[src/rtl/fetch_queue.sv]
// Instruction fetch front end: owns the fetch PC, issues word requests over req/ack and buffers
// {pc, inst} in a DEPTH-entry FIFO. Define FETCH_BYPASS_EN to forward an ack straight to the core.
module fetch_queue #(
  parameter int unsigned DEPTH    = 4,
  parameter logic [63:0] RESET_PC = 64'h0
) (
  input  logic        clk,
  input  logic        reset,
  output logic        imem_req,
  output logic [63:0] imem_addr,
  input  logic        imem_ack,
  input  logic [31:0] imem_rdata,
  input  logic        redirect,
  input  logic [63:0] redirect_pc,
  output logic        inst_valid,
  output logic [31:0] inst,
  output logic [63:0] inst_pc,
  input  logic        inst_ready
);

  localparam int unsigned PtrW = (DEPTH > 1) ? $clog2(DEPTH) : 1;
  localparam int unsigned CntW = PtrW + 1;
  localparam logic [CntW-1:0] DepthC = CntW'(DEPTH);

  typedef enum logic [1:0] {StIdle, StWait, StDrain} state_e;

  state_e          st_q, st_d;
  logic [63:0]     fetch_pc_q, fetch_pc_d;
  logic [63:0]     target_q, target_d;
  logic [CntW-1:0] cnt_q, cnt_d;
  logic [PtrW-1:0] rd_ptr_q, wr_ptr_q;
  logic [31:0]     inst_mem_q [DEPTH];
  logic [63:0]     pc_mem_q   [DEPTH];

  logic fifo_valid, ack, fifo_pop, push, bypass;

  // Request and address come only from registers.
  assign imem_req   = (st_q != StIdle);
  assign imem_addr  = fetch_pc_q;
  assign ack        = imem_req & imem_ack;
  assign fifo_valid = (cnt_q != '0);
  assign fifo_pop   = fifo_valid & inst_ready;

`ifdef FETCH_BYPASS_EN
  assign bypass     = !fifo_valid && ack && !redirect && (st_q == StWait);
  assign inst_valid = fifo_valid || bypass;
  assign inst       = bypass ? imem_rdata :
                      (fifo_valid ? inst_mem_q[rd_ptr_q] : 32'h0);
  assign inst_pc    = bypass ? imem_addr :
                      (fifo_valid ? pc_mem_q[rd_ptr_q] : 64'h0);
`else
  assign bypass     = 1'b0;
  assign inst_valid = fifo_valid;
  assign inst       = fifo_valid ? inst_mem_q[rd_ptr_q] : 32'h0;
  assign inst_pc    = fifo_valid ? pc_mem_q[rd_ptr_q] : 64'h0;
`endif

  // A response is kept only in WAIT without redirect, unless the core took it via bypass.
  assign push = (st_q == StWait) && ack && !redirect && !(bypass && inst_ready);

  always_comb begin
    st_d       = st_q;
    fetch_pc_d = fetch_pc_q;
    target_d   = target_q;
    cnt_d      = cnt_q + CntW'(push) - CntW'(fifo_pop);
    if (redirect) begin
      cnt_d = '0;
    end
    unique case (st_q)
      StIdle: begin
        if (redirect) begin
          fetch_pc_d = redirect_pc;
          st_d       = StWait;
        end else if (cnt_d < DepthC) begin
          st_d = StWait;
        end
      end
      StWait: begin
        if (redirect) begin
          if (ack) begin
            fetch_pc_d = redirect_pc;
          end else begin
            target_d = redirect_pc;
            st_d     = StDrain;
          end
        end else if (ack) begin
          fetch_pc_d = fetch_pc_q + 64'd4;
          // Issue the next request only if it still has a FIFO slot reserved.
          st_d       = (cnt_d < DepthC) ? StWait : StIdle;
        end
      end
      StDrain: begin
        if (redirect) begin
          target_d = redirect_pc;
        end
        if (ack) begin
          fetch_pc_d = redirect ? redirect_pc : target_q;
          st_d       = StWait;
        end
      end
      default: st_d = StIdle;
    endcase
  end

  always_ff @(posedge clk) begin
    if (reset) begin
      st_q       <= StIdle;
      fetch_pc_q <= RESET_PC;
      target_q   <= RESET_PC;
      cnt_q      <= '0;
      rd_ptr_q   <= '0;
      wr_ptr_q   <= '0;
    end else begin
      st_q       <= st_d;
      fetch_pc_q <= fetch_pc_d;
      target_q   <= target_d;
      cnt_q      <= cnt_d;
      if (redirect) begin
        rd_ptr_q <= '0;
        wr_ptr_q <= '0;
      end else begin
        if (push) begin
          wr_ptr_q <= wr_ptr_q + PtrW'(1);
        end
        if (fifo_pop) begin
          rd_ptr_q <= rd_ptr_q + PtrW'(1);
        end
      end
    end
  end

  always_ff @(posedge clk) begin
    if (push && !reset) begin
      inst_mem_q[wr_ptr_q] <= imem_rdata;
      pc_mem_q[wr_ptr_q]   <= fetch_pc_q;
    end
  end

endmodule
[config.mk]
export PLATFORM = sky130hd
export DESIGN_NAME = fetch_queue
export DESIGN_NICKNAME = d
export VERILOG_FILES = /design/src/rtl/fetch_queue.sv
export SDC_FILE = /design/constraint.sdc
export NUM_CORES = 1
export LEC_CHECK = 0
export ABC_AREA = 1
export BUFFER_PORTS_ARGS = -buffer_cell sky130_fd_sc_hd__clkbuf_2
export CORE_MARGIN = 8
export CORE_UTILIZATION = 30
export CTS_CLUSTER_DIAMETER = 80
export CTS_CLUSTER_SIZE = 10
export DETAILED_ROUTE_END_ITERATION = 6
export GPL_ROUTABILITY_DRIVEN = 0
export PLACE_DENSITY_LB_ADDON = 0.25
export SKIP_CTS_REPAIR_TIMING = 1
export SYNTH_ARGS = -nofsm -noshare
export SYNTH_HDL_FRONTEND = slang
export SYNTH_SLANG_ARGS = --single-unit
[constraint.sdc]
create_clock -name clk -period 14.1 [get_ports clk]
set_input_delay 1.41 -clock clk [delete_from_list [all_inputs] [get_ports clk]]
set_output_delay 1.41 -clock clk [all_outputs]
set_load 0.02 [all_outputs]
==> results by group <==
Placed design
  • Number of buffers added on ports: 262
  • Post-Place Cells: 3878
  • Detailed placer's ending HPWL: 51500 µm

Final layout
  • Sequential cell area: 0.0143 mm²
  • Final-layout fill cell count: 8142
  • Final-stage net count: 2992
  • Area of the multi-input gates: 0.00869 mm²
  • Post-Layout Cell Count: 3957
  • Layout cells sized above 1: 0.149
  • Layout area overhead: 16.0%

Synthesis
  • Syn_nets: 2797
  • Number of library cell types mapped by synthesis: 40
  • Synth Instances: 2684
  • Asr flop ratio synth: 0
  • Synth Area per Inst: 9.04 µm²
  • Sequential area share after synthesis: 0.590
  • Dominant synthesized flop cell: edfxtp_1
  • Synth warn: 0
  • Post-synth EDFFs: 384
  • Flops & latches, synth: 523
  • Synthesized cell area: 0.0243 mm²

Route
  • Vias per Instance: 4.95
  • Initial drt markers: 1370
  • DRC violations left: 0
  • First-pass DRT Iterations: 5
  • Final ANT Viol Nets: 0
  • WL final: 80700 µm
  • Drt wl/cell: 20.4 µm
  • Via count: 19.6k

Timing
  • Maximum clock frequency: 198 MHz
  • RSZ-0062 raised after global routing: false
  • Final hold violations: 0
  • Hold_ws: 0.456 ns
  • Final worst-path cycle share: 0.358
  • Setup TNS: 0 ns
  • Worst slew margin: 0.246
  • Slew of the pin with the lowest slew margin: 1.13 ns
  • Final min period: 5.05 ns
  • Worst Clk Skew: 0.0217 ns
  • Pins Over Slew Limit: 0
  • Final setup vio count: 0

Power and ir drop
  • P_int: 2.96 mW
  • PD cells: 163 mW/mm²
  • Leakage: 10.2 nW
  • Sw frac: 0.356
  • Sequential Power Share: 0.470
  • Comb pwr share: 0.231
  • Maximum VDD drop: 0.102 mV
  • Sw Pwr: 1.64 mW
  • Clk network pwr share: 0.299
  • Tot Pwr: 4.60 mW

Die
  • Num ports: 263
  • Initial core utilization: 0.302
  • Area of the core: 0.0803 mm²
  • Die Wd: 300 µm
  • Num rows: 104
  • Die Span Y: 300 µm
  • Die area: 0.0902 mm²

Clocking
  • Max Root-Sink Buffers: 3
  • # H-tree levels: 2
  • TritonCTS clock tree: yes
  • Clock tree sinks: 523
  • Worst-Skew Late Latency: 0.63 ns
  • TritonCTS Buffers: 59
  • Clock-pin slew on the worst setup and hold paths: 0.06 ns
  • CTS root buffer: clkbuf_16

GRT
  • Grt ovf: 0
  • Global routing's busiest layer: met2
  • Largest net degree at the start of global routing: 111
  • Gr usage total: 0.170
  • Grt met1 use: 0.229
  • First-pass GRT wire length: 118000 µm
  • Grt met2 use: 0.275
  • Initial antenna violation count: 3
  • Met3 Usage GRT: 0.0324
  • Vias in the first global route: 18.4k

Setup path
  • Worst Setup Start Kind: register
  • Worst Reg-to-Reg Cells: 11
  • Max FO, Critical Path: 50
  • Worst path required time: 12.69 ns
  • Worst setup path category: register to output port
  • CP Capture Type: output port
  • Worst Path Arrival: 3.64 ns

Worst hold path
  • Hold Crit Depth: 2
  • Hold Path Class: register to register

Status
  • Status: finished clean

Run
  • Max-cap viol count: 0
[path summary, 6_finish.rpt]
path	slack (ns)	from	end
max	9.05	register	inst_pc[20]
min	0.46	rd_ptr_q[1]	register
max reg2reg	10.23	st_q[0]	imem_addr[44]
min reg2reg	0.46	rd_ptr_q[1]	register
[sequential cells by signal (all words and copies together) (netlist names), named ones only]
signal	flops
imem_addr	64
target_q	64
rd_ptr_q	2
wr_ptr_q	2
cnt_q	3
st_q	2
pc_mem_q	256
inst_mem_q	128
[worst max-delay path, stage by stage, from the launching register on]
cell      delay (ns)
dfxtp_4         0.64
clkinv_2        0.79
buf_4           0.61
nor2_1          0.17
o21ai_0         0.09
a21oi_1         0.43
clkbuf_2        0.26
[stage by stage]
step,cell area [µm²],util,setup WS (ns)
after global routing,28100,0.350,8.75
after global placement,26500,0.330,8.65
after detailed placement,26500,0.330,8.58
after CTS,28100,0.350,8.93
after floorplan,24300,-,7.57
final,28100,0.350,9.05
[power groups by stage]
stage          Clock (mW)  Combinational [mW]  Sequential (mW)
3_3_place_gp            0                1.06             2.19
6_report             1.37                1.06             2.16
2_1_floorplan           0               0.629             2.13
4_1_cts              1.41                1.07             2.16
3_5_place_dp            0                1.06             2.19
5_1_grt              1.47                1.17             2.18
[cell usage after synthesis (all sizes together) (2+ instances only)]
library cell / instances / area, µm²
xor2: 5 / 43.8
nand3: 53 / 275
dfxtp: 139 / 2780
nand4: 6 / 37.5
o21ai: 360 / 1800
a221oi: 10 / 87.6
a211oi: 57 / 428
o22ai: 3 / 25.0
edfxtp: 384 / 11500
a21oi: 375 / 1900
xnor2: 7 / 61.3
nand2: 328 / 1290
buf: 57 / 263
nor3: 7 / 40.0
ha: 11 / 138
nor2: 598 / 2320
o21a: 2 / 15.0
clkbuf: 102 / 423
o21bai: 19 / 154
inv: 155 / 587
[cells in the final DEF (no fill, tap or decap), drive strengths merged]
master and n:
a31oi 1, o21a 2, ha 11, a211oi 57
nor2 598, clkbuf 333, xnor2 7, a221oi 10
a21oi 375, nor3 7, clkinv 6, fa 1
edfxtp 384, inv 154, buf 34, nand3 53
o21ai 360, o22ai 3, xor2 5, a2bb2oi 1
nand2 328, diode 3, dfxtp 139, o21bai 19
nand4 6
[per-layer routing]
| layer | vias up | share of wire |
|---|---|---|
| met5 | - | 0 |
| met4 | 0 | 0.032 |
| met3 | 129 | 0.064 |
| met2 | 576 | 0.46 |
| met1 | 9293 | 0.44 |
| li1 | 9604 | - |
[layout make-up]
type,count,area share
flip-flops and latches,523,0.509
multi-input cells,1844,0.309
clock buffers,72,0.0557
well taps,1060,0.0471
clock inverters,4,0.00227
diodes,3,0.000267
repair buffers,295,0.0554
inverters,156,0.0212
[logic make-up (layout without fill, tap and decap cells)]
logic type | count (synthesis) | after routing | synth area share
other | 0 | 3 | 0
flip-flops | 523 | 523 | 0.590
AO/OA/AOI/OAI | 828 | 828 | 0.182
buffers and inverters | 317 | 527 | 0.0535
adder cells (fa/ha/maj) | 12 | 12 | 0.00650
XOR/XNOR | 12 | 12 | 0.00433
AND/OR/NAND/NOR | 992 | 992 | 0.163
Power figures use the tool's default switching activity.
